===== src/rtl/led_catcher_pkg.sv =====
// Shared types and helpers for the LED catcher game core.
// Supports up to MAX_LEDS LED positions.
package led_catcher_pkg;

  typedef enum logic [1:0] {IDLE, RUN, FLASH, OVER} state_t;

  localparam logic DIR_UP   = 1'b0;
  localparam logic DIR_DOWN = 1'b1;

  localparam int MAX_LEDS = 64;
  localparam int OH_W     = $clog2(MAX_LEDS);

  // Callers truncate the result to their own LED count.
  function automatic logic [MAX_LEDS-1:0] onehot(input logic [OH_W-1:0] idx);
    return {{(MAX_LEDS-1){1'b0}}, 1'b1} << idx;
  endfunction

endpackage


===== src/rtl/sync_edge_detect.sv =====
// Two-flop synchronizer followed by a rising-edge detector.
// Produces a single-cycle pulse in the clk_in domain.
module sync_edge_detect (
  input  logic clk_in,
  input  logic rst,
  input  logic async_in,
  output logic pulse
);

  logic sync1, sync2, prev;

  always_ff @(posedge clk_in or posedge rst) begin
    if (rst) begin
      sync1 <= 1'b0;
      sync2 <= 1'b0;
      prev  <= 1'b0;
    end else begin
      sync1 <= async_in;
      sync2 <= sync1;
      prev  <= sync2;
    end
  end

  assign pulse = sync2 & ~prev;

endmodule


===== src/rtl/led_catcher_engine.sv =====
// LED catcher game core: a bouncing one-hot LED, a catch button, score/miss keeping.
// Outputs are registered and reflect the state after each clock edge.
module led_catcher_engine
  import led_catcher_pkg::*;
#(
  parameter int NUM_LEDS     = 8,
  parameter int TARGET_IDX   = 7,
  parameter int START_PERIOD = 4,
  parameter int MIN_PERIOD   = 1,
  parameter int FLASH_TICKS  = 2,
  parameter int MAX_MISSES   = 3,
  parameter int SCORE_W      = 8
) (
  input  logic                            clk_in,
  input  logic                            rst,
  input  logic                            tick_in,
  input  logic                            btn_in,
  input  logic                            start_in,
  output logic [NUM_LEDS-1:0]             led,
  output logic [SCORE_W-1:0]              score,
  output logic [$clog2(MAX_MISSES+1)-1:0] misses,
  output logic                            game_over,
  output logic                            hit_pulse
);

  localparam int POS_W   = $clog2(NUM_LEDS);
  localparam int CNT_MAX = (START_PERIOD > FLASH_TICKS) ? START_PERIOD : FLASH_TICKS;
  localparam int CNT_W   = $clog2(CNT_MAX + 1);
  localparam int MISS_W  = $clog2(MAX_MISSES + 1);

  localparam logic [POS_W-1:0]   LAST_POS   = POS_W'(NUM_LEDS - 1);
  localparam logic [POS_W-1:0]   TARGET     = POS_W'(TARGET_IDX);
  localparam logic [CNT_W-1:0]   START_P    = CNT_W'(START_PERIOD);
  localparam logic [CNT_W-1:0]   MIN_P      = CNT_W'(MIN_PERIOD);
  localparam logic [CNT_W-1:0]   FLASH_LAST = CNT_W'(FLASH_TICKS - 1);
  localparam logic [SCORE_W-1:0] SCORE_MAX  = '1;
  localparam logic [MISS_W-1:0]  MISS_LIMIT = MISS_W'(MAX_MISSES);

  logic tick_e, btn_e, start_e;

  sync_edge_detect u_tick  (.clk_in(clk_in), .rst(rst), .async_in(tick_in),  .pulse(tick_e));
  sync_edge_detect u_btn   (.clk_in(clk_in), .rst(rst), .async_in(btn_in),   .pulse(btn_e));
  sync_edge_detect u_start (.clk_in(clk_in), .rst(rst), .async_in(start_in), .pulse(start_e));

  state_t               state, state_n;
  logic [POS_W-1:0]     pos, pos_n;
  logic                 dir, dir_n;
  logic [CNT_W-1:0]     period, period_n;
  logic [CNT_W-1:0]     tick_cnt, tick_cnt_n;
  logic [SCORE_W-1:0]   score_n;
  logic [MISS_W-1:0]    misses_n;
  logic [NUM_LEDS-1:0]  led_n;
  logic                 game_over_n, hit_n;

  always_ff @(posedge clk_in or posedge rst) begin
    if (rst) begin
      state     <= IDLE;
      pos       <= '0;
      dir       <= DIR_UP;
      period    <= START_P;
      tick_cnt  <= '0;
      score     <= '0;
      misses    <= '0;
      led       <= '0;
      game_over <= 1'b0;
      hit_pulse <= 1'b0;
    end else begin
      state     <= state_n;
      pos       <= pos_n;
      dir       <= dir_n;
      period    <= period_n;
      tick_cnt  <= tick_cnt_n;
      score     <= score_n;
      misses    <= misses_n;
      led       <= led_n;
      game_over <= game_over_n;
      hit_pulse <= hit_n;
    end
  end

  // A button press is judged against the pre-step position; a hit discards any step due this cycle.
  always_comb begin
    state_n    = state;
    pos_n      = pos;
    dir_n      = dir;
    period_n   = period;
    tick_cnt_n = tick_cnt;
    score_n    = score;
    misses_n   = misses;
    hit_n      = 1'b0;

    case (state)
      IDLE: begin
        if (start_e) begin
          pos_n      = '0;
          dir_n      = DIR_UP;
          tick_cnt_n = '0;
          period_n   = START_P;
          state_n    = RUN;
        end
      end
      RUN: begin
        if (tick_e) begin
          if (tick_cnt == period - 1'b1) begin
            tick_cnt_n = '0;
            if (dir == DIR_UP) begin
              pos_n = pos + 1'b1;
              if (pos_n == LAST_POS) dir_n = DIR_DOWN;
            end else begin
              pos_n = pos - 1'b1;
              if (pos_n == '0) dir_n = DIR_UP;
            end
          end else begin
            tick_cnt_n = tick_cnt + 1'b1;
          end
        end
        if (btn_e) begin
          if (pos == TARGET) begin
            hit_n      = 1'b1;
            score_n    = (score == SCORE_MAX) ? score : score + 1'b1;
            period_n   = (period > MIN_P) ? period - 1'b1 : MIN_P;
            tick_cnt_n = '0;
            pos_n      = pos;
            dir_n      = dir;
            state_n    = FLASH;
          end else begin
            misses_n = misses + 1'b1;
            if (misses_n == MISS_LIMIT) state_n = OVER;
          end
        end
      end
      FLASH: begin
        if (tick_e) begin
          if (tick_cnt == FLASH_LAST) begin
            tick_cnt_n = '0;
            state_n    = RUN;
          end else begin
            tick_cnt_n = tick_cnt + 1'b1;
          end
        end
      end
      OVER: begin
        if (start_e) begin
          score_n    = '0;
          misses_n   = '0;
          period_n   = START_P;
          pos_n      = '0;
          dir_n      = DIR_UP;
          tick_cnt_n = '0;
          state_n    = RUN;
        end
      end
      default: state_n = IDLE;
    endcase

    case (state_n)
      IDLE:    led_n = '0;
      FLASH:   led_n = '1;
      default: led_n = NUM_LEDS'(onehot(OH_W'(pos_n)));
    endcase
    game_over_n = (state_n == OVER);
  end

endmodule


===== config.mk =====
export PLATFORM = sky130hd
export DESIGN_NAME = led_catcher_engine
export DESIGN_NICKNAME = d
export VERILOG_FILES = /design/src/rtl/led_catcher_pkg.sv /design/src/rtl/sync_edge_detect.sv /design/src/rtl/led_catcher_engine.sv
export SDC_FILE = /design/constraint.sdc
export NUM_CORES = 1
export LEC_CHECK = 0
export BUFFER_PORTS_ARGS = -buffer_cell sky130_fd_sc_hd__buf_4
export CELL_PAD_IN_SITES_DETAIL_PLACEMENT = 1
export CELL_PAD_IN_SITES_GLOBAL_PLACEMENT = 1
export CORE_ASPECT_RATIO = 0.9
export CORE_MARGIN = 5
export CORE_UTILIZATION = 40
export CTS_CLUSTER_SIZE = 14
export DETAILED_ROUTE_END_ITERATION = 6
export PLACE_DENSITY = 0.79
export SETUP_SLACK_MARGIN = 0.2
export SYNTH_ARGS = -nofsm -noshare
export SYNTH_HDL_FRONTEND = slang
export SYNTH_SLANG_ARGS = --single-unit

===== constraint.sdc =====
create_clock -name clk_in -period 2.1 [get_ports clk_in]
set_input_delay 0.21 -clock clk_in [delete_from_list [all_inputs] [get_ports clk_in]]
set_output_delay 0.21 -clock clk_in [all_outputs]
set_load 0.01 [all_outputs]

==> results.yml, run 1 <==
floorplan:
  die_w_um: 87.7
  std_cell_rows: 25
  die-area_um2: 7020
  coreArea_um2: 5260
  die_h_um: 80.0
  io_pins: 25
  initial_utilization: 0.414
sta:
  whs_ns: 0.0194
  min_period_ns: 2.18
  finalHoldViolations: 0
  fin_crit_sh: 1.04
  tightest_slew_ns: 0.527
  rsz0062_at_grt: "yes"
  relSlewSlack: 0.649
  setup_viol: 8
  drv_slew: 0
  tns_ns: -0.275
  final.setup.worst_slack_ns: -0.0794
  fmaxAchievable_mhz: 459
  skew_ns: 0.0129
synth:
  synthDistinctLibCells: 48
  synth_edf_count: 0
  ys_ff_latch: 41
  syn-cell-area_um2: 2180
  ys_async_sr_fraction: 1.00
  ys_top_cells_by_count: "dfrtp_1, o21ai_0, inv_1"
  synth_area_leaders: "dfrtp_1, ha_1, o21ai_0, o31ai_1, inv_1"
  synthCells: 211
  avgSynthCellArea_um2: 10.3
  synth.most_common_cell: "dfrtp_1"
  synth_top_cell_area_share: 0.460
  yosys_warnings: 0
  netlist.top_cell.by_area: "dfrtp_1"
  yosysSeqAreaShare: 0.472
  syn-num-nets: 230
  synthFlopType: "dfrtp_1"
worst_setup_path:
  crit_type: "reg -> reg"
  critPathRequiredTime_ns: 2.30
  crit_chain: "xor3_1, nor4_4, buf_6, a211oi_4, nor3_4, inv_2, o31ai_4"
  critical_path.startpoint: "period[2]$_DFFE_PP1P_"
  slowest_delay_ns: 0.54
  path_buf_inv: 2
  crit_slowest_cell: "dfstp_2"
  cp-end-kind: "flop"
  worstSetupStartpointType: "flop"
  worstPathArrival_ns: 2.38
  crit_family: "flip-flops"
  crit_fanout: 7
  r2r-start: "period[2]$_DFFE_PP1P_"
power_and_ir_drop:
  p_int_mw: 1.81
  swShare: 0.410
  p_switching_mw: 1.26
  p_clk_frac: 0.179
  combPwrFrac: 0.505
  ir_drop_mv: 0.711
  power_frac_seq: 0.316
  p_per_area_nw_per_um2: 981
  cellLeakagePower_nw: 1.44
routing:
  route.met3.wl_um: 236
  vias_per_cell: 5.59
  ant_nets: 0
  drc: 0
  dr.pass1.iters: 4
  drt_iter0_markers: 121
  wl_met2_um: 3320
  wl_met1_um: 2840
  routedWlPerCell_um: 18.6
  route.top_layer_used: "met4"
  vias: 1941
  routed_wl_um: 6460
cells_and_area:
  diodes: 0
  area_growth_pct: 44.1
  nets: 298
  stdcell_area_um2: 3140
  drive_above_1_share: 0.418
  utilization: 0.597
place:
  port-buffer-count: 24
  place_area_um2: 2630
  place_congestion: 0.769
  hpwlAfterDp_um: 4060
flow_run:
  max_cap_viol_count: 0
global_routing:
  track_usage: 0.184
  antenna_found_initial: 0
  grt_pass1_vias: 1978
  grt_max_degree: 42
  overflow: 0
  grt_pass1_wl_um: 9940
clock_tree:
  clk_latency_ns: 0.31
  cts_tree: "done"
  clock_sinks: 41
  clk_pin_slew_ns: 0.09
  htreeDepth: 2
  cts_made_buffers: 5
  clk_path_buf_depth: 2
  clock-root-buffer: "clkbuf_8"
worst_hold_path:
  hold_path.startpoint: "btn_in"
  hold_path.class: "in -> reg"
outcome:
  violations: "negative setup slack"
  status: "complete, but fails checks"
[metrics by stage]
stage          total power [mW]  cells  worst slack, ns
2_1_floorplan              1.64    211          -0.0356
3_3_place_gp               2.08    322          -0.0843
3_5_place_dp               2.14    322           -0.203
4_1_cts                    2.82    338          -0.0604
5_1_grt                    3.25    347           -0.161
6_report                   3.07    347          -0.0794
[per-layer routing]
layer | up-vias | GRT usage
met5 | - | 0
met4 | 0 | 0.0276
met3 | 8 | 0.0485
met1 | 987 | 0.235
li1 | 910 | -
met2 | 36 | 0.316
[flip-flops by register name, summed over array words and instances (netlist names), 2 cells and up]
signal / cells
tick_cnt: 3
state: 2
misses: 2
period: 3
score: 8
led: 8
pos: 3
[final timing paths]
path                            slack, ns  cells past startpoint                       to
min in group asynchronous            0.04                      3     score[2]$_DFFE_PP0P_
worst min register to register       0.35                      0  u_start.sync2$_DFF_PP0_
worst min-delay path                 0.02                      1    u_btn.sync1$_DFF_PP0_
max in group asynchronous            1.69                      3    period[2]$_DFFE_PP1P_
worst max register to register      -0.08                      7         led[0]$_DFF_PP0_
worst max-delay path                -0.08                      7         led[0]$_DFF_PP0_
[placed cells by master, fill, tap and decap left out, drive strengths merged, types with 3 or more instances in the layout]
master  instances
dfrtp          40
o31ai          10
inv            20
nand3           6
o21a            3
or3             4
o21ai          23
nor2            5
nand2          10
a21oi           7
xnor2           3
ha             14
nand2b          6
buf            64
clkbuf          5
nor2b           7
nor4            4
nor3            5
a221o           4
[area by class of cell]
type                       instances  area (um2)
sequential                        41        1030
inverter                          20        77.6
fill                             566        2120
multi-input combinational        145        1330
clock buffer                       5        68.8
timing repair buffer              66         523
clock inverter                     3        21.3
tap                               67        83.8
[cell families (layout without fill, tap and decap cells)]
group,Yosys count,count (layout),share of synthesized area
compound gates,67,68,0.211
simple gates,56,56,0.155
flops,41,41,0.472
buf+inv,26,94,0.0448
fa+ha+maj,14,14,0.0805
xor+xnor,5,5,0.0270
mux,2,2,0.00920
[repair_timing]
| action | 4_1_cts | 5_1_grt |
|---|---|---|
| gates resized for setup | 27 | 38 |
| cloned | 1 | 0 |
| pin swaps | 8 | 14 |
| endpoints found under the hold margin | 0 | 2 |
| hold buffers | 0 | 2 |
| endpoints found under the setup margin | 22 | 22 |
| buffers inserted | 7 | 7 |
[power by group through the flow]
| stage | clock network (mW) | registers (mW) | logic, mW |
|---|---|---|---|
| CTS | 0.556 | 0.968 | 1.30 |
| finish | 0.550 | 0.970 | 1.55 |
| global route | 0.598 | 0.982 | 1.67 |
| global placement | 0 | 0.978 | 1.10 |
| detailed placement | 0 | 0.981 | 1.16 |
| floorplan | 0 | 1.00 | 0.639 |
Power figures use the tool's default switching activity.
==> run 2: changes to the inputs <==
--- a/config.mk
+++ b/config.mk
@@ -8,8 +8,7 @@
 export BUFFER_PORTS_ARGS = -buffer_cell sky130_fd_sc_hd__buf_4
 export CELL_PAD_IN_SITES_DETAIL_PLACEMENT = 1
 export CELL_PAD_IN_SITES_GLOBAL_PLACEMENT = 1
-export CORE_ASPECT_RATIO = 0.9
-export CORE_MARGIN = 5
+export CORE_MARGIN = 3
 export CORE_UTILIZATION = 40
 export CTS_CLUSTER_SIZE = 14
 export DETAILED_ROUTE_END_ITERATION = 6
==> run 2 against run 1 <==
The run still ends with negative setup slack left. Wire length grew 17%. Via count grew 2.6%. Largest cell class unchanged. Design area grew 0.72%. Critical path type unchanged. Non-clock buffer count grew 2. Total power grew 2.7%. Sequential cell count is the same. Clock skew shrank 0.0044 ns. Worst setup slack gained 0.016 ns.
==> results.yml, run 2 (same netlist as run 1, synthesis figures left out) <==
power_and_ir_drop:
  cellLeakagePower_nw: 1.45
  finalPower_mw: 3.16
  ir_drop_mv: 0.687
  p_per_area_nw_per_um2: 1000
global_routing:
  grt_pass1_wl_um: 10100
  globalRouteMet2Util: 0.367
  grt_max_degree: 42
  antenna_found_initial: 0
  grt_most_used_layer: "met2"
  grt_pass1_vias: 2060
  met3_usage: 0.0384
  overflow: 0
  use_met1: 0.244
  track_usage: 0.208
worst_setup_path:
  critPathRequiredTime_ns: 2.31
  crit_type: "reg -> reg"
  crit_fanout: 4
  worstSetupStartpointType: "flop"
  crit_slowest_cell: "dfrtp_1"
  cp-end-kind: "flop"
  crit_chain: "ha_2, ha_4, and3b_2, a211oi_1, a221o_1, nand3_2, o31ai_2"
  slowest_delay_ns: 0.41
  worstPathArrival_ns: 2.37
floorplan:
  die_w_um: 79.8
  io_pins: 25
  die-area_um2: 6360
  coreArea_um2: 5170
  std_cell_rows: 26
  initial_utilization: 0.421
  die_h_um: 79.8
clock_tree:
  cts_made_buffers: 5
  cts_tree: "done"
  clock_sinks: 41
  htreeDepth: 2
  clock-root-buffer: "clkbuf_8"
  clk_path_buf_depth: 2
  clk_latency_ns: 0.30
  clk_pin_slew_ns: 0.08
outcome:
  violations: "negative setup slack"
  status: "complete, but fails checks"
sta:
  tns_ns: -0.267
  setup_viol: 6
  fmaxAchievable_mhz: 462
  min_period_ns: 2.16
  finalHoldViolations: 0
  tightest_slew_ns: 0.532
  whs_ns: 0.0107
  rsz0062_at_grt: "yes"
  final.setup.worst_slack_ns: -0.0634
  drv_slew: 0
  fin_crit_sh: 1.03
  skew_ns: 0.00854
  relSlewSlack: 0.645
cells_and_area:
  utilization: 0.611
  fin_cells: 352
  area_growth_pct: 45.1
  stdcell_area_um2: 3160
  diodes: 0
  final_cell_mix: "buf_4, dfrtp_1, o21ai_0"
  nets: 300
  reg.largest.list: "led (8), score (8)"
  drive_above_1_share: 0.443
  final_common_cell: "buf_4"
place:
  hpwlAfterDp_um: 4060
  place_congestion: 0.779
  place_area_um2: 2660
  dp_cells: 328
  place_ws_ns: -0.229
  port-buffer-count: 24
flow_run:
  max_cap_viol_count: 0
routing:
  vias_per_cell: 5.66
  drc: 0
  vias: 1991
  routedWlPerCell_um: 21.5
  dr.pass1.iters: 4
  routed_wl_um: 7580
  ant_nets: 0
  drt_iter0_markers: 134
worst_hold_path:
  hold_path.class: "in -> reg"
run 2: changes by cell type in the layout (fill, tap and decap cells not counted), moves of 2 or more:
cell     previous run  this run
o21ai_0            15        18
buf_6               6         8
nor4_4              4         2
o21ai_1             5         3
nor4_2              0         2
inv_1              15        12
o31ai_2             5         7
inv_2               3         6
ha_4                2         4
nand2_2             3         0
nand2_1             6         9
run 2: routing by layer:
metal,vias to the layer above,share of wire
li1,908,-
met1,1000,0.39
met2,59,0.52
met3,24,0.047
met4,0,0.041
met5,-,0
run 2: final timing paths:
path                                       startpoint                      end  slack [ns]  cells past startpoint
worst min register to register  u_btn.sync1$_DFF_PP0_    u_btn.sync2$_DFF_PP0_        0.36                      0
max in group asynchronous                         rst       state[0]$_DFF_PP0_        1.66                      3
worst max register to register       pos[1]$_DFF_PP0_         led[2]$_DFF_PP0_       -0.06                      7
worst min-delay path                         start_in  u_start.sync1$_DFF_PP0_        0.01                      1
worst max-delay path                 pos[1]$_DFF_PP0_         led[2]$_DFF_PP0_       -0.06                      7
min in group asynchronous                         rst       state[1]$_DFF_PP0_        0.06                      3
run 2: area by class of cell:
cell class / count / area, um2
clock buffer: 5 / 68.8
clock inverter: 3 / 21.3
fill: 541 / 2010
inverter: 20 / 80.1
multi-input combinational: 145 / 1330
sequential: 41 / 1030
tap: 70 / 87.6
timing repair buffer: 68 / 543
run 2: power by group:
group | switching (mW) | total, mW | internal [mW]
clock | 0.305 | 0.541 | 0.236
combinational | 0.884 | 1.64 | 0.755
sequential | 0.0785 | 0.976 | 0.898
total | 1.27 | 3.16 | 1.89
run 2: critical path, delay by kind of cell, from the launching register on:
family,cells,cell delay [ns]
adders and majority gates,2,0.38
AOI/OAI and AO/OA,3,0.84
DFF,1,0.41
and+or+nand+nor,2,0.44
run 2: what timing repair did:
action                                 in CTS  in global routing
gates resized for setup                    23                 43
setup endpoints to repair                  19                 21
hold buffers                                0                  1
endpoints found under the hold margin       0                  1
cloned                                      1                  0
pin swaps                                   7                 10
buffers inserted                            8                  6
